===== src/rtl/riscv_pkg.sv =====
// riscv_pkg: constants and types shared by the fetch unit and the jump decoder.
//   XLEN                      default datapath / PC width
//   NOP                       addi x0,x0,0, the instruction register's reset value
//   RESET_VECTOR_DEF          default PC after reset
//   TRAP_VECTOR_DEF           default redirect for misaligned targets
//   OP_BRANCH/OP_JALR/OP_JAL  opcodes decoded by the jump decoder
//   fetch_state_e             fetch sequencer state encoding
package riscv_pkg;
  localparam int          XLEN             = 32;
  localparam logic [31:0] NOP              = 32'h0000_0013;
  localparam logic [31:0] RESET_VECTOR_DEF = 32'h0000_0000;
  localparam logic [31:0] TRAP_VECTOR_DEF  = 32'h0000_0100;

  localparam logic [6:0]  OP_BRANCH = 7'b1100011;
  localparam logic [6:0]  OP_JALR   = 7'b1100111;
  localparam logic [6:0]  OP_JAL    = 7'b1101111;

  typedef enum logic [1:0] {
    FS_REQ  = 2'd0,
    FS_WAIT = 2'd1,
    FS_HOLD = 2'd2
  } fetch_state_e;
endpackage


===== src/rtl/next_pc_sel.sv =====
// next_pc_sel: combinational next-PC selection.
//   pc         current PC
//   pcsrc      redirect taken
//   jalr       1 = target is aluresult with bit 0 cleared, 0 = pctarget
//   pctarget   PC+imm
//   aluresult  rs1+imm
//   next_pc    PC+4 when not taken, otherwise the selected target
//   misaligned taken redirect whose target is not 4-byte aligned
module next_pc_sel #(
  parameter int XLEN = 32
) (
  input  logic [XLEN-1:0] pc,
  input  logic            pcsrc,
  input  logic            jalr,
  input  logic [XLEN-1:0] pctarget,
  input  logic [XLEN-1:0] aluresult,
  output logic [XLEN-1:0] next_pc,
  output logic            misaligned
);
  logic [XLEN-1:0] target;

  always_comb begin
    target     = jalr ? {aluresult[XLEN-1:1], 1'b0} : pctarget;
    // PC+4 wraps silently at the top of the address space
    next_pc    = pcsrc ? target : pc + XLEN'(4);
    misaligned = pcsrc && (target[1:0] != 2'b00);
  end
endmodule


===== src/rtl/pc_fetch_unit.sv =====
// pc_fetch_unit: architectural PC register and non-pipelined fetch sequencer.
// One instruction memory request at a time: REQ (request out) -> WAIT (await
// response) -> HOLD (instruction presented until execute acknowledges).
//   clk, reset                 clock, async active-high reset
//   PCSrc, Jalr                redirect select, sampled only on InstrAck in HOLD
//   PCTarget, ALUResult        branch/jal and jalr targets
//   ImemReqValid/Ready, Addr   fetch request handshake (Addr = PC)
//   ImemRspValid, ImemRdata    fetch response
//   InstrValid, Instr, PC      fetched instruction and its address
//   PCPlus4                    PC+4 (combinational)
//   InstrAck                   execute retired Instr this cycle
//   MisalignTrap, TrapAddr     only with RV_MISALIGN_TRAP_EN: one-cycle trap
//                              pulse and the faulting target
// Build option: RV_MISALIGN_TRAP_EN redirects misaligned taken targets to
// TRAP_VECTOR instead of following them.
module pc_fetch_unit
  import riscv_pkg::*;
#(
  parameter int              XLEN         = riscv_pkg::XLEN,
  parameter logic [XLEN-1:0] RESET_VECTOR = XLEN'(riscv_pkg::RESET_VECTOR_DEF),
  parameter logic [XLEN-1:0] TRAP_VECTOR  = XLEN'(riscv_pkg::TRAP_VECTOR_DEF)
) (
  input  logic            clk,
  input  logic            reset,
  input  logic            PCSrc,
  input  logic            Jalr,
  input  logic [XLEN-1:0] PCTarget,
  input  logic [XLEN-1:0] ALUResult,
  output logic            ImemReqValid,
  input  logic            ImemReqReady,
  output logic [XLEN-1:0] ImemAddr,
  input  logic            ImemRspValid,
  input  logic [31:0]     ImemRdata,
  output logic            InstrValid,
  output logic [31:0]     Instr,
  output logic [XLEN-1:0] PC,
  output logic [XLEN-1:0] PCPlus4,
`ifdef RV_MISALIGN_TRAP_EN
  output logic            MisalignTrap,
  output logic [XLEN-1:0] TrapAddr,
`endif
  input  logic            InstrAck
);
  fetch_state_e    state, state_d;
  logic            req_valid_d, instr_valid_d;
  logic [31:0]     instr_d;
  logic [XLEN-1:0] pc_d, next_pc;
  logic            misaligned;

  next_pc_sel #(.XLEN(XLEN)) u_sel (
    .pc        (PC),
    .pcsrc     (PCSrc),
    .jalr      (Jalr),
    .pctarget  (PCTarget),
    .aluresult (ALUResult),
    .next_pc   (next_pc),
    .misaligned(misaligned)
  );

  assign ImemAddr = PC;
  assign PCPlus4  = PC + XLEN'(4);

`ifdef RV_MISALIGN_TRAP_EN
  logic            trap_d;
  logic [XLEN-1:0] trap_addr_d;
`else
  // trap-only signals have no consumer in this build
  logic unused_trap;
  assign unused_trap = ^{misaligned, TRAP_VECTOR};
`endif

  always_comb begin
    state_d       = state;
    req_valid_d   = 1'b0;
    instr_valid_d = InstrValid;
    instr_d       = Instr;
    pc_d          = PC;
`ifdef RV_MISALIGN_TRAP_EN
    trap_d        = 1'b0;
    trap_addr_d   = TrapAddr;
`endif
    case (state)
      FS_REQ: begin
        // valid rises the cycle after reset release and holds until accepted
        req_valid_d = 1'b1;
        if (ImemReqValid && ImemReqReady) begin
          state_d     = FS_WAIT;
          req_valid_d = 1'b0;
        end
      end
      FS_WAIT: begin
        if (ImemRspValid) begin
          instr_d       = ImemRdata;
          instr_valid_d = 1'b1;
          state_d       = FS_HOLD;
        end
      end
      FS_HOLD: begin
        if (InstrAck) begin
          pc_d          = next_pc;
          instr_valid_d = 1'b0;
          req_valid_d   = 1'b1;
          state_d       = FS_REQ;
`ifdef RV_MISALIGN_TRAP_EN
          if (misaligned) begin
            pc_d        = TRAP_VECTOR;
            trap_d      = 1'b1;
            trap_addr_d = next_pc;
          end
`endif
        end
      end
      default: state_d = FS_REQ;
    endcase
  end

  always_ff @(posedge clk or posedge reset) begin
    if (reset) begin
      state        <= FS_REQ;
      ImemReqValid <= 1'b0;
      InstrValid   <= 1'b0;
      Instr        <= NOP;
      PC           <= RESET_VECTOR;
`ifdef RV_MISALIGN_TRAP_EN
      MisalignTrap <= 1'b0;
      TrapAddr     <= '0;
`endif
    end else begin
      state        <= state_d;
      ImemReqValid <= req_valid_d;
      InstrValid   <= instr_valid_d;
      Instr        <= instr_d;
      PC           <= pc_d;
`ifdef RV_MISALIGN_TRAP_EN
      MisalignTrap <= trap_d;
      TrapAddr     <= trap_addr_d;
`endif
    end
  end
endmodule

===== config.mk =====
export PLATFORM = sky130hd
export DESIGN_NAME = pc_fetch_unit
export DESIGN_NICKNAME = d
export VERILOG_FILES = /design/src/rtl/riscv_pkg.sv /design/src/rtl/next_pc_sel.sv /design/src/rtl/pc_fetch_unit.sv
export SDC_FILE = /design/constraint.sdc
export NUM_CORES = 1
export LEC_CHECK = 0
export ABC_AREA = 1
export BUFFER_PORTS_ARGS = -buffer_cell sky130_fd_sc_hd__buf_2
export CORE_MARGIN = 1
export CORE_UTILIZATION = 40
export DETAILED_ROUTE_END_ITERATION = 7
export PLACE_DENSITY = 0.84
export SLEW_MARGIN = 20
export SYNTH_ARGS = -nofsm -noshare
export SYNTH_HDL_FRONTEND = slang
export SYNTH_SLANG_ARGS = --single-unit

===== constraint.sdc =====
create_clock -name clk -period 3.67 [get_ports clk]
set_clock_uncertainty 0.05 [all_clocks]
set_input_delay 0.367 -clock clk [delete_from_list [all_inputs] [get_ports clk]]
set_output_delay 0.367 -clock clk [all_outputs]
set_load 0.01 [all_outputs]

==> results.md <==
- Status: finished, final reports clean
- H-tree Lvls: 3
- Drt initial violations: roughly 190
- CP Max Fanout: 6
- DRC: 0
- Max Clk Rate: 0.4161 GHz
- Final instance area: approximately 5600 um^2
- Post-synth top flop: dfrtp_1
- Setup-failing EPs final: 0
- Top cells by area, synth: dfrtp_1 (37%), nand2_1 (17%), mux2_2 (8.3%), buf_4 (5.9%), nor2_1 (4.3%)
- Post-synthesis area per instance: ~7.6 um^2
- Pwr dens: between 700 and 800 nW/um^2
- Fin. max-slew vios: 0
- Share of layout cells above drive strength 1: around two fifths
- Min-delay worst type: in2async
- Detailed Place HPWL: ~9.9 mm
- Num CTS Buffers: 9
- Worst path bufs/invs: 2
- Sequential fraction of design power: about a third
- Die extent in x: 106.3 um
- Most frequent cell after synthesis: nand2_1
- Critical-path top delay cell: dfrtp_1
- Clk Latency, worst-skew pair: 350 ps
- CP most frequent cell: nand2_1
- Tcrit/Tclk final: 65.48%
- Max-slew headroom: between 20% and 30%
- Via count: 4,311
- Seq cells post-synth: a little under 70
- Number of I/O port buffers: 231
- Hold_ws: 103.8 ps
- Critical path's largest stage delay: 470 ps
- # hold bufs at CTS: 0
- Combinational share of power: a little over 50%
- Switching pwr: 0.001955 W
- Post-cts sizing count: 0
- Seq/Total Area, Yosys: 39.18%
- Syn_nets: 675
- Io pins: 233
- Peak supply drop: about 350 uV
- Clock network power share: 14.8%
- Post-CTS setup buffer count: 0
- Synthesized area: 4353 um^2
- Share of the synthesized area in the top cell type: 37.37%
- Largest net degree at the start of global routing: 50
- Global route overflow: 0
- Min Tclk post-route: 2403 ps
- Crit. End Element: output pin
- WL/cell: between 10 and 15 um
- Initial antenna violation count: 0
- Area leader, netlist: dfrtp_1
- Antenna diode count: 0
- P&R area growth vs syn: 28.17%
- Row cnt: 37
- Critical Path AT: 1990 ps
- CP startpoint kind: flip-flop
- 1st-pass router iterations: 5
- Starting Density: a little over two fifths
- First-pass GRT wire length: 20.88 mm
- Critical path class: reg2out
- Via density: 4.769
- Pint: 0.002420 W
- Fraction of registers with async set/reset: 100.0%
- Routed WL: 12.94 mm
- Full die area: 11,300 um^2
- Delay-heaviest family, CP: simple AND/OR/NAND/NOR gates
- CTS clk-pin slew, worst paths: 90 ps
- Area after DPL: 5373 um^2
- Ys Warns: 0
- Gpl congestion: about 0.9
- Setup TNS: 0 ps
- Routed Antenna Nets: 0
- Post-synth top cells: nand2_1 (192), dfrtp_1 (65), nor2_1 (50)
- Die height: 106.3 um
- Mapped Cells: 571
- Final hold vios: 0
- Yosys cell types: 39
- GR Util All Layers: a little under a quarter
- Worst-case clock buffer depth: 2
- Core Box Area: between 10,000 and 15,000 um^2
- Nets: between 800 and 900
- Switching Fraction: ~45%
- Max Cap Viol: 0
- Slew @ Worst Pin: about 1100 ps
- Root Buffer: clkbuf_8
- Leak: 3.062 nW
- RSZ-0062 raised after global routing: no
- TritonCTS clock tree: yes
- CTS Sinks: 68
- Number of enable flip-flop cells after synthesis: 0
- Vias in the first global route: 4,192
- Worst-path cell chain: ha_1 -> nand2_2 -> nor2_4 -> nand3_2 -> inv_1 -> nand2_1 -> nand2_1 -> nand2_1 -> buf_2
- Worst path required time: approximately 3300 ps
-- worst paths after layout --
kind                               from           end  cells past startpoint  slack [ps]
max                         ImemAddr[3]   PCPlus4[28]                      9        1270
min                               reset     Instr[20]                      2         100
max reg2reg                    state[1]  ImemAddr[15]                      7        1550
min reg2reg                  InstrValid    InstrValid                      2         450
max in group asynchronous         reset  ImemAddr[22]                      3        2670
min in group clk           ImemRspValid      state[0]                      2         160
-- power by group through the flow --
stage	logic [W]	clock network, W	registers, W
after detailed placement	0.00223	0	0.00152
after global routing	0.00246	0.000696	0.00157
after floorplan	0.00136	0	0.00161
final	0.00222	0.000646	0.00151
after CTS	0.00224	0.000665	0.00151
after global placement	0.00220	0	0.00150
-- worst register-to-register path, delay by kind of cell (launching register included) --
kind / cells / cell delay (ps)
compound gates: 1 / 120
buf+inv: 3 / 920
simple gates: 3 / 500
flops: 1 / 420
-- stage by stage --
stage	power (W)	instances	setup slack, ps	util (%)
floorplan	0.002973	571	1546	-
global placement	0.003692	888	1552	51.58
detailed placement	0.003756	888	1553	51.58
CTS	0.004417	904	1260	53.55
global route	0.004722	904	1084	53.56
finish	0.004376	904	1267	53.56
-- state kept, by name, indices dropped and copies added (netlist names) --
| signal | flops |
|---|---|
| ImemReqValid | 1 |
| state | 2 |
| ImemAddr | 32 |
| Instr | 32 |
| InstrValid | 1 |
-- layer usage --
layer	vias to the layer above	track usage, %	share of wire (%)
met5	-	0	0
met3	19	5.089	6.4
met4	0	7.639	1.8
met2	172	41.00	49
met1	1966	29.82	42
li1	2154	-	-
-- cell families (layout without fill, tap and decap cells) --
family / after synthesis / count (layout) / synth area share (%)
compound gates: 67 / 67 / 8.940
xor+xnor: 15 / 15 / 3.536
fa+ha+maj: 1 / 1 / 0.2874
buf+inv: 98 / 295 / 11.61
flops: 68 / 68 / 39.18
mux: 32 / 32 / 8.278
simple gates: 290 / 290 / 28.17
-- layout make-up --
| class | count | area, um^2 |
|---|---|---|
| Fill cell | 1050 | 4837 |
| Multi-Input combinational cell | 405 | 2142 |
| Clock buffer | 9 | 123.9 |
| Sequential cell | 68 | 1705 |
| Timing Repair Buffer | 236 | 1194 |
| Tap cell | 136 | 170.2 |
| Inverter | 43 | 162.7 |
| Clock inverter | 7 | 81.33 |
-- layout by cell type (no fill, tap or decap), types with 3 or more instances in the layout --
master and n:
a21boi_1 6, a21oi_1 24, and2_1 3, buf_2 231, buf_4 5, clkbuf_8 9, dfrtp_1 65, dfstp_2 3
inv_1 42, inv_6 3, mux2_2 32, nand2_1 192, nand2_2 4, nand3_1 24, nor2_1 50, nor2_2 5
nor2_4 5, o21ai_0 20, o21bai_1 3, o22ai_1 3, xnor2_1 3, xor2_1 9, xor2_2 3
No activity file was read; power rests on OpenSTA's default activity.
